===== src/rtl/vga_scan_reader_if.sv =====
// Frame-buffer read port towards the SRAM manager and the DAC-side pins of the
// VGA scan-out stage.
interface vga_scan_reader_if;
  logic [19:0] read_Address;
  logic [15:0] read_output;
  logic        Hsync;
  logic        Vsync;
  logic [4:0]  VGA_R;
  logic [5:0]  VGA_G;
  logic [4:0]  VGA_B;
  logic        Disp_En;
  logic        Frame_Start;

  modport master (
    output read_Address,
    input  read_output,
    output Hsync,
    output Vsync,
    output VGA_R,
    output VGA_G,
    output VGA_B,
    output Disp_En,
    output Frame_Start
  );

  modport slave (
    input  read_Address,
    output read_output,
    input  Hsync,
    input  Vsync,
    input  VGA_R,
    input  VGA_G,
    input  VGA_B,
    input  Disp_En,
    input  Frame_Start
  );
endinterface


===== src/rtl/vga_scan_reader.sv =====
// VGA scan-out: pixel-enable divider, h/v raster counters, linear frame-buffer
// address generation, phase-safe sampling of the returned RGB565 word and a
// two-stage pipeline that keeps colour, syncs and Disp_En aligned on the pins.
module vga_scan_reader #(
  parameter int          H_ACTIVE  = 640,
  parameter int          H_FP      = 16,
  parameter int          H_SYNC    = 96,
  parameter int          H_BP      = 48,
  parameter int          V_ACTIVE  = 480,
  parameter int          V_FP      = 10,
  parameter int          V_SYNC    = 2,
  parameter int          V_BP      = 33,
  parameter int          CLK_DIV   = 4,
  parameter logic [19:0] BASE_ADDR = 20'h00000,
  parameter logic        SYNC_POL  = 1'b0
) (
  input  logic              Clock,
  input  logic              Reset,
  vga_scan_reader_if.master bus
);
  localparam int H_TOTAL  = H_ACTIVE + H_FP + H_SYNC + H_BP;
  localparam int V_TOTAL  = V_ACTIVE + V_FP + V_SYNC + V_BP;
  localparam int HS_START = H_ACTIVE + H_FP;
  localparam int HS_END   = HS_START + H_SYNC;
  localparam int VS_START = V_ACTIVE + V_FP;
  localparam int VS_END   = VS_START + V_SYNC;
  localparam int HW       = $clog2(H_TOTAL);
  localparam int VW       = $clog2(V_TOTAL);
  localparam int DW       = $clog2(CLK_DIV);

  // Colour is forced to black whenever the pixel is outside the visible area.
  function automatic logic [15:0] blank_pixel(input logic en, input logic [15:0] px);
    return en ? px : 16'h0000;
  endfunction

  // Converts an internal "sync asserted" flag to the pin level.
  function automatic logic sync_level(input logic asserted);
    return asserted ? SYNC_POL : ~SYNC_POL;
  endfunction

  logic [DW-1:0] div_q, div_d;
  logic [HW-1:0] h_q, h_d;
  logic [VW-1:0] v_q, v_d;
  logic [19:0]   addr_q, addr_d;
  logic [15:0]   smp_q, smp_d;
  logic          vld_p0_q, vld_p0_d;
  logic          hs_p0_q, hs_p0_d;
  logic          vs_p0_q, vs_p0_d;
  logic          vld_p1_q, vld_p1_d;
  logic          hsync_p1_q, hsync_p1_d;
  logic          vsync_p1_q, vsync_p1_d;
  logic [15:0]   rgb_p1_q, rgb_p1_d;
  logic          fs_q, fs_d;

  logic pix_tick, smp_en, h_last, v_last, frame_last, active, hs_on, vs_on;

  assign pix_tick   = (div_q == DW'(CLK_DIV - 1));
  // Second clock of the following pixel period: the SRAM manager has had a full
  // round with the held address whatever its phase, and has not yet replaced it.
  assign smp_en     = (div_q == DW'(1));
  assign h_last     = (h_q == HW'(H_TOTAL - 1));
  assign v_last     = (v_q == VW'(V_TOTAL - 1));
  assign frame_last = h_last && v_last;
  assign active     = (h_q < HW'(H_ACTIVE)) && (v_q < VW'(V_ACTIVE));
  assign hs_on      = (h_q >= HW'(HS_START)) && (h_q < HW'(HS_END));
  assign vs_on      = (v_q >= VW'(VS_START)) && (v_q < VW'(VS_END));

  // Next-state logic: everything except the divider and sampler moves on pix_tick.
  always_comb begin
    div_d      = pix_tick ? '0 : div_q + DW'(1);
    h_d        = h_q;
    v_d        = v_q;
    addr_d     = addr_q;
    smp_d      = smp_en ? bus.read_output : smp_q;
    vld_p0_d   = vld_p0_q;
    hs_p0_d    = hs_p0_q;
    vs_p0_d    = vs_p0_q;
    vld_p1_d   = vld_p1_q;
    hsync_p1_d = hsync_p1_q;
    vsync_p1_d = vsync_p1_q;
    rgb_p1_d   = rgb_p1_q;
    fs_d       = 1'b0;
    if (pix_tick) begin
      h_d = h_last ? '0 : h_q + HW'(1);
      if (h_last) begin
        v_d = v_last ? '0 : v_q + VW'(1);
      end
      if (frame_last) begin
        addr_d = BASE_ADDR;
      end else if (active) begin
        addr_d = addr_q + 20'd1;
      end
      // Stage 0: raster attributes of the pixel whose address is leaving the bus
      vld_p0_d   = active;
      hs_p0_d    = hs_on;
      vs_p0_d    = vs_on;
      // Stage 1: attributes joined with the sampled word, drives the pins
      vld_p1_d   = vld_p0_q;
      hsync_p1_d = sync_level(hs_p0_q);
      vsync_p1_d = sync_level(vs_p0_q);
      rgb_p1_d   = blank_pixel(vld_p0_q, smp_q);
      fs_d       = frame_last;
    end
  end

  // State and pipeline registers; reset restarts the raster at (0,0) immediately.
  always_ff @(posedge Clock or posedge Reset) begin
    if (Reset) begin
      div_q      <= '0;
      h_q        <= '0;
      v_q        <= '0;
      addr_q     <= BASE_ADDR;
      smp_q      <= '0;
      vld_p0_q   <= 1'b0;
      hs_p0_q    <= 1'b0;
      vs_p0_q    <= 1'b0;
      vld_p1_q   <= 1'b0;
      hsync_p1_q <= ~SYNC_POL;
      vsync_p1_q <= ~SYNC_POL;
      rgb_p1_q   <= '0;
      fs_q       <= 1'b0;
    end else begin
      div_q      <= div_d;
      h_q        <= h_d;
      v_q        <= v_d;
      addr_q     <= addr_d;
      smp_q      <= smp_d;
      vld_p0_q   <= vld_p0_d;
      hs_p0_q    <= hs_p0_d;
      vs_p0_q    <= vs_p0_d;
      vld_p1_q   <= vld_p1_d;
      hsync_p1_q <= hsync_p1_d;
      vsync_p1_q <= vsync_p1_d;
      rgb_p1_q   <= rgb_p1_d;
      fs_q       <= fs_d;
    end
  end

  assign bus.read_Address = addr_q;
  assign bus.Hsync        = hsync_p1_q;
  assign bus.Vsync        = vsync_p1_q;
  assign bus.VGA_R        = rgb_p1_q[15:11];
  assign bus.VGA_G        = rgb_p1_q[10:5];
  assign bus.VGA_B        = rgb_p1_q[4:0];
  assign bus.Disp_En      = vld_p1_q;
  assign bus.Frame_Start  = fs_q;
endmodule

===== src/flat_wrapper.sv =====
// flat-port wrapper written by rule: the top's interface ports become plain ports
module vga_scan_reader_flat 
#(
  parameter int          H_ACTIVE  = 640,
  parameter int          H_FP      = 16,
  parameter int          H_SYNC    = 96,
  parameter int          H_BP      = 48,
  parameter int          V_ACTIVE  = 480,
  parameter int          V_FP      = 10,
  parameter int          V_SYNC    = 2,
  parameter int          V_BP      = 33,
  parameter int          CLK_DIV   = 4,
  parameter logic [19:0] BASE_ADDR = 20'h00000,
  parameter logic        SYNC_POL  = 1'b0
)
  (Clock, Reset, bus_read_Address, bus_read_output, bus_Hsync, bus_Vsync, bus_VGA_R, bus_VGA_G, bus_VGA_B, bus_Disp_En, bus_Frame_Start);
  vga_scan_reader_if bus_i ();
  input  logic Clock;
  input  logic Reset;
  output wire logic [$bits(bus_i.read_Address)-1:0] bus_read_Address;
  input wire logic [$bits(bus_i.read_output)-1:0] bus_read_output;
  output wire logic [$bits(bus_i.Hsync)-1:0] bus_Hsync;
  output wire logic [$bits(bus_i.Vsync)-1:0] bus_Vsync;
  output wire logic [$bits(bus_i.VGA_R)-1:0] bus_VGA_R;
  output wire logic [$bits(bus_i.VGA_G)-1:0] bus_VGA_G;
  output wire logic [$bits(bus_i.VGA_B)-1:0] bus_VGA_B;
  output wire logic [$bits(bus_i.Disp_En)-1:0] bus_Disp_En;
  output wire logic [$bits(bus_i.Frame_Start)-1:0] bus_Frame_Start;
  assign bus_read_Address = bus_i.read_Address;
  assign bus_i.read_output = bus_read_output;
  assign bus_Hsync = bus_i.Hsync;
  assign bus_Vsync = bus_i.Vsync;
  assign bus_VGA_R = bus_i.VGA_R;
  assign bus_VGA_G = bus_i.VGA_G;
  assign bus_VGA_B = bus_i.VGA_B;
  assign bus_Disp_En = bus_i.Disp_En;
  assign bus_Frame_Start = bus_i.Frame_Start;
  vga_scan_reader #(.H_ACTIVE(H_ACTIVE), .H_FP(H_FP), .H_SYNC(H_SYNC), .H_BP(H_BP), .V_ACTIVE(V_ACTIVE), .V_FP(V_FP), .V_SYNC(V_SYNC), .V_BP(V_BP), .CLK_DIV(CLK_DIV), .BASE_ADDR(BASE_ADDR), .SYNC_POL(SYNC_POL)) u_core (.Clock(Clock), .Reset(Reset), .bus(bus_i));
endmodule

===== config.mk =====
export PLATFORM = sky130hd
export DESIGN_NAME = vga_scan_reader_flat
export DESIGN_NICKNAME = d
export VERILOG_FILES = /design/src/rtl/vga_scan_reader_if.sv /design/src/rtl/vga_scan_reader.sv /design/src/flat_wrapper.sv
export SDC_FILE = /design/constraint.sdc
export NUM_CORES = 1
export LEC_CHECK = 0
export BUFFER_PORTS_ARGS = -buffer_cell sky130_fd_sc_hd__buf_2
export CORE_MARGIN = 4
export CORE_UTILIZATION = 51
export DETAILED_ROUTE_END_ITERATION = 10
export GPL_ROUTABILITY_DRIVEN = 0
export PLACE_DENSITY = 0.76
export RECOVER_POWER = 100
export SLEW_MARGIN = 30
export SYNTH_ARGS = -nofsm -noshare
export SYNTH_HDL_FRONTEND = slang
export SYNTH_SLANG_ARGS = --single-unit

===== constraint.sdc =====
create_clock -name Clock -period 2.7 [get_ports Clock]
set_input_delay 0.54 -clock Clock [delete_from_list [all_inputs] [get_ports Clock]]
set_output_delay 0.54 -clock Clock [all_outputs]
set_load 0.02 [all_outputs]

==> impl_results.md, run 1 <==
- Class of the most critical hold timing path: input pin to flop
- Hold Slack: 0.410 ns
- Fraction of layout cells with a size suffix above 1: 0.152
- Number of cell rows: 31
- I/O pin count: 58
- I/O Buffers: 57
- Post-Syn Area: 0.00377 mm2
- Largest stage delay, worst path: 0.67 ns
- Worst-Skew Late Latency: 0.35 ns
- Final Skew: 0.0166 ns
- Layout Nets: 440
- Reported net switching power: 0.000527 W
- Global-route congestion overflow total: 0
- Final Non-Filler Cells: 519
- Detailed placer's ending HPWL: 5490 um
- Post-Synthesis Net Count: 386
- Combinational share of power: 0.038
- Pin count of the biggest net entering global routing: 44
- EDFF count, synth: 0
- Average footprint of a synthesized cell: 10.5 um2
- Cell variety after synth: 50
- Clock-pin transition on the worst setup and hold timing paths: 0.09 ns
- Library cell with the largest summed area after synthesis: sky130_fd_sc_hd__dfrtp_1
- Most area-consuming cells after synthesis: sky130_fd_sc_hd__dfrtp_1 52%, sky130_fd_sc_hd__mux2_2 5.7%, sky130_fd_sc_hd__nand3_1 4.1%
- Share of synthesized flip-flops with an asynchronous set or reset: 1.00
- Unrepaired setup endpoints after global routing: false
- Root Buffer: sky130_fd_sc_hd__clkbuf_8
- Initial antenna violation count: 0
- Arrival time at the worst endpoint: 2.52 ns
- Number of antenna cells inserted: 0
- Largest voltage drop on the vdd net: 0.361 mV
- Per-cell via count in the routed design: 5.65
- Resize count post-CTS: 0
- Count of vias placed by the detailed router: 2934
- Setup Buffers After CTS: 0
- Count of TritonRoute iterations in the first routing pass: 4
- Slowest library cell on the worst path: sky130_fd_sc_hd__or4_1
- Final Max Tran Viols: 40
- Ys Warns: 0
- Die area: 0.00884 mm2
- Synthesized flop and latch total: 81
- Fraction of the cycle the final worst path needs: 0.851
- Area overhead of the layout relative to synthesis: 14.0%
- DRT antenna net count: 0
- Post-Place Cells: 503
- Violated checks: max-capacitance violations, max-slew violations
- CP startpoint kind: flop
- Endpoints failing setup: 0
- Floorplan die height: 94.0 um
- Switch share: 0.237
- Category of the worst setup path capture point: flop
- Core area: 0.00721 mm2
- Cell leakage power: 1.86 nW
- Endpoint required time on the critical path: 2.92 ns
- Routed Wire Length: 7890 um
- Syn Inst Count: 361
- Global Route Usage Sum: 0.194
- H-Tree Depth: 3
- CP Max Fanout: 10
- Relative max-transition margin: -0.205
- Global-route wire length before repair: 13600 um
- Starting DRT DRC Count: 141
- Starting Density: 0.523
- Transition time at the pin with the least slew margin: 1.80 ns
- Part of the Yosys area used for sequential elements: 0.538
- TritonCTS clock tree: built
- Achievable clock frequency: 435 MHz
- Via count of the first global-routing pass: 2942
- Shortest period the worst path allows: 2.30 ns
- Average wire per cell in the routed design: 15.2 um
- Result of the run: finished with violations
- Crit path kind: flop to flop
- Part of the power in the clock network: 0.401
- Reg power frac: 0.561
- Cts-stage hold buffer count: 0
- Post-synth top flop: sky130_fd_sc_hd__dfrtp_1
- DRC violations left: 0
- Number of buffers created by CTS: 9
- Final hold violation count: 0
- Sum of negative setup slack: 0 ns
- Clock tree buffer depth: 2
- Fraction of post-synthesis cell area in the top cell type by area: 0.524
- Cell internal power dissipation: 0.00170 W
- Crit path cell chain: inv_1 -> ha_1 -> nand4_1 -> or4_1 -> o21ai_0 -> clkbuf_1 -> a31oi_1
- Power per cell area: 518 mW/mm2
- Clock Sink Count: 81
- Max-Cap Viols: 1
- Die span in x: 94.0 um
-- flip-flops by register name, indices dropped and copies added, names as in the netlist --
register / count
u_core.bus.Disp_En: 1
u_core.bus.Frame_Start: 1
u_core.bus.Hsync: 1
u_core.bus.Vsync: 1
u_core.bus.read_Address: 20
u_core.div_q: 2
u_core.h_q: 10
u_core.hs_p0_q: 1
u_core.rgb_p1_q: 16
u_core.smp_q: 16
u_core.v_q: 10
u_core.vld_p0_q: 1
u_core.vs_p0_q: 1
-- synth_stat cells, drive strengths merged (11+ instances only) --
master   n
mux2    19
clkbuf  15
inv     31
nand2   11
and3    12
dfrtp   79
nand4   14
xor2    11
nand3   31
o21ai   28
nor2    14
a31oi   13
-- cell type report --
type,count,area [um2]
Fill cell,632,2910
Sequential cell,81,2030
Multi-Input combinational cell,226,1530
Timing Repair Buffer,66,298
Clock buffer,9,124
Tap cell,99,124
Inverter,31,118
Clock inverter,7,76.3
-- critical path, delay by kind of cell (launching register included) --
| family | cells | cell delay (ns) |
|---|---|---|
| AND/OR/NAND/NOR | 2 | 0.76 |
| AO/OA/AOI/OAI | 2 | 0.46 |
| flip-flops | 1 | 0.41 |
| adder cells (fa/ha/maj) | 1 | 0.15 |
| buffers and inverters | 2 | 0.40 |
-- cell families after synthesis --
logic type      Yosys count  synth area share
fa+ha+maj                 7            0.0232
mux                      21            0.0620
xor+xnor                 14            0.0325
flops                    81             0.538
simple gates            108             0.156
buf+inv                  54            0.0577
compound gates           76             0.131
-- worst paths after layout --
check | start | to | slack [ns] | depth (start not counted)
setup / recovery | u_core.v_q[0] | u_core.bus.read_Address[4] | 0.40 | 7
hold / removal | bus_read_output[2] | u_core.smp_q[2] | 0.41 | 2
setup reg to reg | u_core.v_q[0] | u_core.bus.read_Address[4] | 0.40 | 7
hold reg to reg | u_core.div_q[0] | u_core.div_q[0] | 0.48 | 1
max in group asynchronous | Reset | u_core.bus.Hsync | 1.14 | 3
min in group asynchronous | Reset | u_core.bus.read_Address[4] | 0.62 | 2
-- power by group through the flow --
stage	clock, W	sequential, W	combinational [W]
floorplan	0	0.00129	0.0000360
global placement	0	0.00127	0.0000876
detailed placement	0	0.00127	0.0000913
CTS	0.000920	0.00125	0.0000911
global route	0.000971	0.00125	0.0000963
finish	0.000893	0.00125	0.0000840
-- stage by stage --
stage                     worst slack, ns   util  area [um2]  total power (W)
after floorplan                    0.0832      -        3770          0.00132
after global placement              0.604  0.578        4170          0.00136
after detailed placement            0.561  0.578        4170          0.00136
after CTS                           0.537  0.606        4370          0.00226
after global routing                0.236  0.596        4300          0.00232
final                               0.402  0.596        4300          0.00223
-- metal layers --
layer | up-vias | global-route usage | wire, um
met5 | - | 0 | 0
met4 | 0 | 0.0903 | 157
met3 | 17 | 0.0473 | 510
met2 | 97 | 0.303 | 3670
met1 | 1408 | 0.256 | 3550
li1 | 1412 | - | -
-- layout by cell type, fill, tap and decap left out, types with 12 or more instances in the layout --
cell / synthesis / routed
sky130_fd_sc_hd__buf_2: 5 / 17
sky130_fd_sc_hd__and3_1: 12 / 12
sky130_fd_sc_hd__a31oi_1: 13 / 13
sky130_fd_sc_hd__nand3_1: 31 / 31
sky130_fd_sc_hd__clkbuf_1: 14 / 44
sky130_fd_sc_hd__inv_1: 31 / 30
sky130_fd_sc_hd__dfrtp_1: 79 / 79
sky130_fd_sc_hd__mux2_2: 19 / 19
sky130_fd_sc_hd__o21ai_0: 27 / 28
sky130_fd_sc_hd__nand4_1: 14 / 14
sky130_fd_sc_hd__nor2_1: 14 / 14
(Power assumes the default switching activity.)
==> run 2: changes to the inputs <==
--- a/config.mk
+++ b/config.mk
@@ -7,10 +7,11 @@
 export LEC_CHECK = 0
 export BUFFER_PORTS_ARGS = -buffer_cell sky130_fd_sc_hd__buf_2
 export CORE_MARGIN = 4
-export CORE_UTILIZATION = 51
+export CORE_UTILIZATION = 50
+export CTS_CLUSTER_DIAMETER = 40
 export DETAILED_ROUTE_END_ITERATION = 10
 export GPL_ROUTABILITY_DRIVEN = 0
-export PLACE_DENSITY = 0.76
+export PLACE_DENSITY = 0.74
 export RECOVER_POWER = 100
 export SLEW_MARGIN = 30
 export SYNTH_ARGS = -nofsm -noshare
==> run 2 against run 1 <==
  * The run still ends with max-capacitance violations, max-slew violations left
  * First-iteration DRC count increased by 28%
  * Setup slack got worse by 0.019 ns
  * Non-clock buffer count unchanged
  * Design area increased by 0.32%
  * Global-route usage decreased by 0.92 points
  * Critical path type unchanged
  * Largest cell class unchanged
  * Largest power group unchanged
==> impl_results.md, run 2 (synthesized netlist as in run 1, its figures left out) <==
- Result of the run: finished with violations
- Violated checks: max-capacitance violations, max-slew violations
- Hold Slack: 0.419 ns
- Number of buffers created by CTS: 9
- Cts-stage hold buffer count: 0
- Die area: 0.00900 mm2
- Arrival time at the worst endpoint: 2.53 ns
- Via count of the first global-routing pass: 2858
- Initial antenna violation count: 0
- Transition time at the pin with the least slew margin: 1.97 ns
- Fraction of layout cells with a size suffix above 1: 0.155
- Sum of negative setup slack: 0 ns
- Max-Cap Viols: 1
- Fraction of the cycle the final worst path needs: 0.858
- Resize count post-CTS: 0
- Root Buffer: sky130_fd_sc_hd__clkbuf_8
- FILL cells: 660
- Slowest library cell on the worst path: sky130_fd_sc_hd__or4_1
- Pin count of the biggest net entering global routing: 82
- Largest stage delay, worst path: 0.61 ns
- Shortest period the worst path allows: 2.32 ns
- Starting DRT DRC Count: 181
- Core area: 0.00729 mm2
- Average wire per cell in the routed design: 15.0 um
- Post-route cell area: 0.00432 mm2
- PnR Total Power: 0.00232 W
- Final hold violation count: 0
- Routed Wire Length: 7800 um
- Clock-pin transition on the worst setup and hold timing paths: 0.09 ns
- Worst-Skew Late Latency: 0.35 ns
- Number of antenna cells inserted: 0
- I/O Buffers: 57
- Cell area reported after detailed placement: 0.00417 mm2
- Count of TritonRoute iterations in the first routing pass: 4
- DRC violations left: 0
- Post-Place Cells: 503
- Global Route Usage Sum: 0.185
- TritonCTS clock tree: built
- Area of combinational cells with multiple inputs: 0.00153 mm2
- Starting Density: 0.518
- Die span in x: 94.9 um
- Cell leakage power: 1.87 nW
- Layout Nets: 440
- Setup Buffers After CTS: 0
- Category of the worst setup path capture point: flop
- Floorplan die height: 94.9 um
- Crit path kind: flop to flop
- Final Max Tran Viols: 82
- CP Max Fanout: 10
- Class of the most critical hold timing path: input pin to flop
- Unrepaired setup endpoints after global routing: false
- Power per cell area: 537 mW/mm2
- H-Tree Depth: 3
- Max reg flops: 20
- I/O pin count: 58
- Final Non-Filler Cells: 519
- Clock Sink Count: 81
- Seq. cell area: 0.00203 mm2
- DRT antenna net count: 0
- Endpoint required time on the critical path: 2.92 ns
- Area overhead of the layout relative to synthesis: 14.3%
- Largest voltage drop on the vdd net: 0.442 mV
- Global-route wire length before repair: 13300 um
- Final Skew: 0.0186 ns
- Detailed placer's ending HPWL: 5260 um
- CP startpoint kind: flop
- Most common cell after layout, fill and taps aside: sky130_fd_sc_hd__dfrtp_1
- Cell family contributing the most delay on the critical path: simple AND/OR/NAND/NOR gates
- Relative max-transition margin: -0.311
- Achievable clock frequency: 432 MHz
- Top library cells by usage in the layout, fill and taps aside: 79 x sky130_fd_sc_hd__dfrtp_1, 43 x sky130_fd_sc_hd__clkbuf_1, 31 x sky130_fd_sc_hd__nand3_1
- Per-cell via count in the routed design: 5.66
- Clock tree buffer depth: 2
- Crit path cell chain: or3_1 -> or4_1 -> o21ai_0 -> clkbuf_1 -> a31oi_1
- Count of vias placed by the detailed router: 2936
- Number of cell rows: 31
- Global-route congestion overflow total: 0
- Endpoints failing setup: 0
- Worst Path Buf+Inv: 1
==> run 2: final timing paths <==
| check | start | depth (start not counted) | to | slack (ns) |
|---|---|---|---|---|
| setup / recovery | u_core.v_q[6] | 5 | u_core.bus.read_Address[5] | 0.38 |
| hold / removal | bus_read_output[7] | 2 | u_core.smp_q[7] | 0.42 |
| setup reg to reg | u_core.v_q[6] | 5 | u_core.bus.read_Address[5] | 0.38 |
| hold reg to reg | u_core.div_q[0] | 1 | u_core.div_q[0] | 0.47 |
| max in group asynchronous | Reset | 3 | u_core.v_q[5] | 0.62 |
| min in group asynchronous | Reset | 3 | u_core.bus.read_Address[10] | 0.90 |
==> run 2: metrics by stage <==
stage | utilization | setup slack (ns)
finish | 0.592 | 0.383
detailed placement | 0.572 | 0.517
global placement | 0.572 | 0.566
floorplan | - | 0.0832
CTS | 0.603 | 0.494
global route | 0.592 | 0.165
==> run 2: per-layer routing <==
layer	up-vias	share of wire	GRT usage
met2	81	0.46	0.289
met5	-	0	0
met1	1429	0.47	0.257
met4	0	0.016	0.0709
met3	13	0.054	0.0351
li1	1413	-	-
==> run 2: cell type report <==
class / count / share of cell area
Inverter: 31 / 0.0273
Tap cell: 99 / 0.0287
Clock inverter: 7 / 0.0235
Sequential cell: 81 / 0.470
Multi-Input combinational cell: 226 / 0.355
Timing Repair Buffer: 66 / 0.0664
Clock buffer: 9 / 0.0287
==> run 2: report_power, final <==
group	internal, W	switching [W]	total [W]
logic	0.0000266	0.0000538	0.0000803
clock network	0.000529	0.000459	0.000988
registers	0.00124	0.0000134	0.00125
total	0.00179	0.000526	0.00232
